### src/rtl/mem_stage_wait_ctrl.sv
// Multi-cycle data-memory stage: word array behind a fixed wait-state sequence,
// stalls the pipeline while busy, flags bad addresses, counts frozen cycles.
module mem_stage_wait_ctrl #(
    parameter int DATA_W      = 32,
    parameter int ADDR_W      = 32,
    parameter int DEPTH       = 64,
    parameter int BASE_ADDR   = 1024,
    parameter int WAIT_CYCLES = 4,
    parameter int STALL_CNT_W = 16
) (
    input  logic                   clk,
    input  logic                   rst,
    input  logic                   rd_en,
    input  logic                   wr_en,
    input  logic [ADDR_W-1:0]      addr,
    input  logic [DATA_W-1:0]      wdata,
    output logic                   freeze,
    output logic [DATA_W-1:0]      rdata,
    output logic                   ready,
    output logic                   addr_err,
    output logic [STALL_CNT_W-1:0] stall_cnt
);
    // state | meaning
    // IDLE  | no access in flight; a request is accepted and latched
    // BUSY  | wait states running; access happens on the last one
    // DONE  | access complete, ready pulses, pipeline released

    localparam int IDX_W = (DEPTH > 1) ? $clog2(DEPTH) : 1;
    localparam int CNT_W = 8;
    localparam logic [ADDR_W:0]   ADDR_LO  = (ADDR_W+1)'(BASE_ADDR);
    localparam logic [ADDR_W:0]   ADDR_HI  = (ADDR_W+1)'(BASE_ADDR + 4 * DEPTH);
    localparam logic [CNT_W-1:0]  CNT_LAST = CNT_W'(WAIT_CYCLES - 1);

    typedef enum logic [1:0] {IDLE, BUSY, DONE} state_t;

    state_t            state, state_nxt;
    logic [CNT_W-1:0]  wait_cnt;
    logic              op_wr_q;
    logic              in_rng_q;
    logic [IDX_W-1:0]  idx_q;
    logic [DATA_W-1:0] wdata_q;
    logic [DATA_W-1:0] mem [DEPTH];

    logic              req;
    logic              in_range;
    logic [IDX_W-1:0]  idx_in;
    logic              last;
    logic              access;

    assign req      = rd_en | wr_en;
    assign in_range = ({1'b0, addr} >= ADDR_LO) && ({1'b0, addr} < ADDR_HI);
    assign idx_in   = IDX_W'((addr - ADDR_W'(BASE_ADDR)) >> 2);
    assign last     = (wait_cnt == CNT_LAST);
    assign access   = (state == BUSY) && req && last;

    always_ff @(posedge clk) begin
        if (!rst)
            state <= IDLE;
        else
            state <= state_nxt;
    end

    always_comb begin
        state_nxt = state;
        case (state)
            IDLE:    if (req) state_nxt = BUSY;
            BUSY: begin
                if (!req)
                    state_nxt = IDLE;
                else if (last)
                    state_nxt = DONE;
            end
            DONE:    state_nxt = IDLE;
            default: state_nxt = IDLE;
        endcase
    end

    always_comb begin
        freeze = 1'b0;
        ready  = 1'b0;
        case (state)
            IDLE:    freeze = req;
            BUSY:    freeze = req;
            DONE:    ready  = 1'b1;
            default: ;
        endcase
    end

    always_ff @(posedge clk) begin
        if (!rst) begin
            wait_cnt  <= '0;
            op_wr_q   <= 1'b0;
            in_rng_q  <= 1'b0;
            idx_q     <= '0;
            wdata_q   <= '0;
            rdata     <= '0;
            addr_err  <= 1'b0;
            stall_cnt <= '0;
        end else begin
            if (state == IDLE && req) begin
                wait_cnt <= '0;
                op_wr_q  <= wr_en;
                in_rng_q <= in_range;
                idx_q    <= idx_in;
                wdata_q  <= wdata;
                if (!in_range || (rd_en && wr_en))
                    addr_err <= 1'b1;
            end else if (state == BUSY && req) begin
                wait_cnt <= wait_cnt + 1'b1;
            end
            // Out-of-range loads return zero rather than aliasing into the array.
            if (access && !op_wr_q)
                rdata <= in_rng_q ? mem[idx_q] : '0;
            if (freeze && (stall_cnt != '1))
                stall_cnt <= stall_cnt + 1'b1;
        end
    end

    // Array is never reset, but a write is blocked on a reset edge.
    always_ff @(posedge clk) begin
        if (rst && access && op_wr_q && in_rng_q)
            mem[idx_q] <= wdata_q;
    end
endmodule

### config.mk
export PLATFORM = sky130hd
export DESIGN_NAME = mem_stage_wait_ctrl
export DESIGN_NICKNAME = d
export VERILOG_FILES = /design/src/rtl/mem_stage_wait_ctrl.sv
export SDC_FILE = /design/constraint.sdc
export NUM_CORES = 2
export LEC_CHECK = 0
export ABC_CLOCK_PERIOD_IN_PS = 3400
export BUFFER_PORTS_ARGS = -buffer_cell sky130_fd_sc_hd__buf_4
export CAP_MARGIN = 15
export CORE_UTILIZATION = 50
export CTS_BUF_LIST = sky130_fd_sc_hd__clkbuf_8 sky130_fd_sc_hd__clkbuf_16
export DETAILED_ROUTE_END_ITERATION = 12
export HOLD_SLACK_MARGIN = 0.1
export PLACE_DENSITY = 0.66
export SKIP_CTS_REPAIR_TIMING = 1
export SYNTH_ARGS = -nofsm -noshare
export SYNTH_HDL_FRONTEND = slang
export SYNTH_SLANG_ARGS = --single-unit
### constraint.sdc
create_clock -name clk -period 3.4 [get_ports clk]
set_clock_uncertainty 0.1 [all_clocks]
set_input_delay 0 -clock clk [delete_from_list [all_inputs] [get_ports clk]]
set_output_delay 0 -clock clk [all_outputs]
set_load 0.05 [all_outputs]
### Word-level counts from Yosys, hierarchy flattened

Memory sizes are Yosys's and may differ from the RTL's. A register that Yosys moved wholly into a read port is not among the register bits.
Index checks and enable logic that the tools add are counted.

| word-level totals | value |
|---|---|
| register bits after elaboration | 99 |
| RAM bits | 2048 |
| logic and storage cells | 52 |
| memories kept | 1 |

| cells by class | value |
|---|---|
| add/sub/neg operators | 3 |
| $lt $le $gt $ge | 2 |
| equality and inequality tests | 6 |
| mux-type cells | 11 |
| bitwise gates (word level) | 2 |
| reductions and logical operators | 18 |

Memories:

| memory | depth | width | read ports | clocked after Yosys merged registers in | wr ports | line | source |
|---|---|---|---|---|---|---|---|
| mem | 64 | 32 | 1 | 1 | 1 | 42 | `logic [DATA_W-1:0] mem [DEPTH];` |

Operator list:

| cell | number |
|---|---|
| 32-bit by 11-bit greater-or-equal comparator with 1-bit output (second input constant) | 1 |
| 32-bit by 11-bit less-than comparator with 1-bit output (second input constant) | 1 |
| 32-bit 2-to-1 mux | 1 |
| 16-bit by 1-bit adder with 16-bit output (second input constant) | 1 |
| 16-bit inequality test (second input constant) | 1 |
| 6-bit 2-to-1 mux | 2 |
| 1-bit logical AND | 10 |
| 8-bit by 1-bit adder with 8-bit output (second input constant) | 1 |
| 8-bit by 2-bit equality test with 1-bit output (second input constant) | 1 |
| 8-bit by 1-bit subtractor with 8-bit output (second input constant) | 1 |
| 2-bit 2-to-1 mux | 3 |
| 1-bit 2-to-1 mux | 4 |
| 2-bit case mux with 2 select lines | 1 |
| 2-bit AND reduction | 2 |
| 2-bit OR reduction | 2 |
| 3-bit inequality test (second input constant) | 1 |
| 2-bit by 1-bit equality test with 1-bit output (second input constant) | 1 |
| 2-bit equality test (second input constant) | 1 |
| 1-bit zero test | 2 |
| 2-bit zero test | 1 |
| 2-bit inequality test (second input constant) | 1 |
| 1-bit logical OR | 1 |
| 1-bit inverter | 1 |
| 1-bit OR | 1 |

### Logic depth before layout (Yosys ltp)

| depth | value |
|---|---|
| depth in word-level cells | 8 |
| depth in mapped cells | 12 |

### Least setup slack after synthesis

OpenSTA, ideal clock, no wires.

| timing path | value |
|---|---|
| path type | reg-to-reg |
| start point | register wait_cnt[2] |
| end point | memory mem[55][0] (enable) |
| data arrival time | 2840 ps |
| required time | 2879 ps |
| path slack | 39 ps |
| stages on the path, launching flop included | 7 |
| path buffers | 0 |
| period minus slack after synthesis | 3361 ps |
| path through | dfxtp_1 -> nor4_4 -> and4_1 -> nand4_1 -> nor2_1 -> nand3_1 -> nor2_1 |

| on the way | value |
|---|---|
| longest elaborated chain between the ends | 7 |

Ends and longest elaborated chain:

| what | line | source |
|---|---|---|
| from (decl) | 37 | `logic [CNT_W-1:0] wait_cnt;` |
| from (signal assigned) | 109 | `wait_cnt <= wait_cnt + 1'b1;` |
| 8-bit by 2-bit equality test with 1-bit output | 53 | `assign last = (wait_cnt == CNT_LAST);` |
| 1-bit logical AND | 54 | `assign access = (state == BUSY) && req && last;` |
| 1-bit logical AND (3 in series) | 121 | `if (rst && access && op_wr_q && in_rng_q)` |
| 1-bit 2-to-1 mux | 121 |  |
| 1-bit 2-to-1 mux (not written as such) | 122 | `mem[idx_q] <= wdata_q;` |
| to (decl) | 42 |  |

Every way passes these cells.

==> metrics.csv <==
stage,metric,value,unit
logic_synthesis,async set or reset register ratio after synthesis,0,%
run_status,outcome,"finished, final reports clean",
place,Post-DP HPWL,139800,um
logic_synthesis,ys flop type,edfxtp_1,
logic_synthesis,average size of a mapped cell,20.89,um2
global_routing,vias in the first global route,43070,
timing,fin crit period,3.307,ns
floorplanning,die area,0.1668,mm2
timing,Final Max Tran Viols,0,
logic_synthesis,"FF+latch count, synth",2153,
power_and_ir_drop,Total Power,55050,uW
logic_synthesis,Post-synth EDFFs,2048,
job,max cap viols,0,
place,RePlAce Congestion,0.8680,
logic_synthesis,Unique masters post-synth,72,
logic_synthesis,Synth Warn #,0,
clock_tree,CTS tree,yes,
route,drt wl/cell,33.64,um
route,drt via density,6.390,
timing,crit share post-route,97.26,%
logic_synthesis,Post-Synth Adder-Cell Area,0.03030,%
finish,final cell count without fillers,6852,
floorplanning,FP Rows,148,
logic_synthesis,Synth Cell Area,0.08259,mm2
hold_path,HP Start,addr[19],
timing,Final WS setup,0.09301,ns
clock_tree,Skew-Pair Late Insertion Delay,0.84,ns
finish,area occupied by multi-input gates,0.01808,mm2
logic_synthesis,xor/xnor share of the synthesized area,0.1909,%
setup_path,FF-to-FF End,rdata[13],
global_routing,first-pass GRT wire length,321300,um
route,First DRT Iteration DRCs,6355,
setup_path,R2R depth,7,
place,placed insts,6367,
global_routing,gr ovfl total,0,
power_and_ir_drop,leakage,0.03184,uW
finish,Layout area overhead,16.95,%
setup_path,crit end category,flip-flop,
place,placed cell area,0.08884,mm2
global_routing,GRT Util Overall,27.50,%
timing,slew of the pin with the lowest slew margin,1.226,ns
finish,fill count,11665,
power_and_ir_drop,maximum VDD drop,0.6003,mV
route,drt drc,0,
finish,post-route cell area,0.09659,mm2
route,Antenna Violating Nets Remaining,0,
setup_path,CP Launch Type,flip-flop,
logic_synthesis,Compound-Gate Fraction of Synth Area,3.157,%
logic_synthesis,"Net Count, Synth",4024,
clock_tree,cell chosen for the clock root,clkbuf_16,
global_routing,initial antenna violation count,4,
place,Port Buf Inserts,116,
timing,Max-slew headroom,18.29,%
clock_tree,Clock Tree Buf Depth,3,
power_and_ir_drop,PwrDens,569.9,mW/mm2
setup_path,CP max FO,34,
global_routing,largest net degree at the start of global routing,66,
hold_path,Hold Crit Class,input port to flip-flop,
finish,Final Util,59.14,%
finish,share of layout cells above drive strength 1,28.00,%
floorplanning,io pins,119,
finish,Layout Nets,4568,
floorplanning,Initial Util,50.57,%
clock_tree,# H-tree levels,4,
route,via count,43786,
setup_path,r2r setup slk,0.09,ns
clock_tree,# clock sinks,2153,
timing,Setup Viol. Count Final,0,
setup_path,kind of critical path,flip-flop to flip-flop,
setup_path,Worst Path Required,4.04,ns
logic_synthesis,simple-gate portion of the synthesized area,2.851,%
route,Pre-antenna DRT Iters,6,
hold_path,Worst Hold Depth,7,
timing,RSZ-0062 raised after global routing,no,
setup_path,worst endpoint data arrival time,3.95,ns
clock_tree,clock slew at reported path FFs,0.06,ns
floorplanning,core area,0.1633,mm2
timing,final hold violations,0,
timing,Max Fclk,302.4,MHz
logic_synthesis,Mapped Cells,3954,
hold_path,worst hold path endpoint,in_rng_q,
clock_tree,Inserted Clock Buffers,211,
place,Setup WS pre-CTS,-0.3476,ns
logic_synthesis,part of the Yosys area used for sequential elements,77.01,%
floorplanning,die width,408.4,um
floorplanning,die height,408.4,um
route,Detailed Route WL,230500,um
finish,area occupied by registers,0.06366,mm2
logic_synthesis,largest family of logic cells by synthesized area,multiplexers,
logic_synthesis,mux share of post-synthesis cell area,15.05,%
## kinds of logic after synthesis
| logic type | after synthesis |
|---|---|
| flops | 2153 |
| simple gates | 508 |
| compound gates | 389 |
| xor+xnor | 18 |
| fa+ha+maj | 2 |
| mux | 661 |
| buf+inv | 223 |
## worst max-delay path, stage by stage (launching register included)
cell and delay, ns:
dfxtp_4 0.61, buf_12 0.31, buf_4 0.44, mux4_2 0.28, mux2i_1 0.07, o21ai_1 0.52
nand4_1 0.51, o21ai_0 0.31
## final cells by class
type / instances / share of cell area, %
flip-flops and latches: 2153 / 65.91
multi-input cells: 1578 / 18.72
clock buffers: 238 / 5.898
repair buffers: 546 / 5.547
well taps: 2175 / 2.818
clock inverters: 152 / 1.070
inverters: 8 / 0.03239
diodes: 2 / 0.005182
## synth_stat cells, types with 20 or more instances
cell	instances	share of area, %
a211oi_1	23	0.21
a21oi_1	96	0.58
a22oi_1	50	0.45
and2_1	20	0.15
buf_2	70	0.42
buf_4	44	0.40
buf_6	23	0.31
clkbuf_1	55	0.25
dfxtp_1	105	2.5
edfxtp_1	2048	74
mux2i_1	198	2.4
mux4_1	41	1.3
mux4_2	410	11
nand2_1	180	0.82
nand3_1	37	0.22
nor2_1	143	0.65
nor2b_1	24	0.18
nor3_1	24	0.15
o21ai_0	46	0.28
o22ai_1	58	0.44
## stage by stage
| step | TNS [ns] | hold WS (ns) |
|---|---|---|
| global route | 0 | 0.1004 |
| CTS | -0.3862 | -0.7393 |
| finish | 0 | 0.06338 |
| floorplan | 0 | 0.03571 |
| detailed placement | -0.3476 | 0.1557 |
| global placement | -0.3709 | 0.1490 |
## power by group
part           total (uW)  internal [uW]  switching [uW]
Combinational        2920           1200            1710
Clock               22600          12800            9860
Sequential          29500          29100             362
## sequential cells by signal (all words and copies together) (netlist names), named ones only
name / cells
mem: 2048
rdata: 32
wdata_q: 32
stall_cnt: 16
wait_cnt: 8
idx_q: 6
state: 2
addr_err: 1
in_rng_q: 1
op_wr_q: 1
## how the worst max path moves through the flow
stage / start / end / slack [ns] / cells after the start
6_report: flip-flop / rdata[13] / 0.09 / 7
5_1_grt: flip-flop / rdata[13] / 0.02 / 8
4_1_cts: flip-flop / rdata[13] / -0.39 / 7
3_5_place_dp: flip-flop / rdata[13] / -0.35 / 7
3_3_place_gp: flip-flop / rdata[13] / -0.37 / 7
2_1_floorplan: wait_cnt[2] / mem[55][0] / 0.04 / 6
## per-layer routing
metal / share of wire (%) / routed length, um / up-vias / global-route usage [%]
met3: 11 / 25120 / 371 / 6.168
li1: - / - / 17617 / -
met2: 47 / 108700 / 2663 / 42.86
met4: 3.4 / 7773 / 0 / 9.073
met1: 39 / 88840 / 23135 / 38.71
met5: 0 / 0 / - / 0
## placed cells by master, fill, tap and decap left out, types with 13 or more instances in the layout
cell           count
nor3_1            24
buf_4            377
clkinv_1          39
xor2_1            13
a22oi_1           50
inv_1             53
and2_1            19
nand4_1           15
dfxtp_1           68
nor2_1            77
a211oi_1          23
mux4_2           410
a21oi_1           96
a2111oi_0         16
o22ai_1           58
nand3_1           37
mux2i_1          198
dlygate4sd3_1     87
clkinv_2          38
nor2_4            65
clkbuf_8          23
edfxtp_1        2048
nor2b_1           22
buf_12            80
o21ai_0           45
a31oi_1           13
mux4_1            41
nand2_1          179
clkbuf_16        215
dfxtp_2           33
nor4_1            15
No activity file was read; power rests on OpenSTA's default activity.
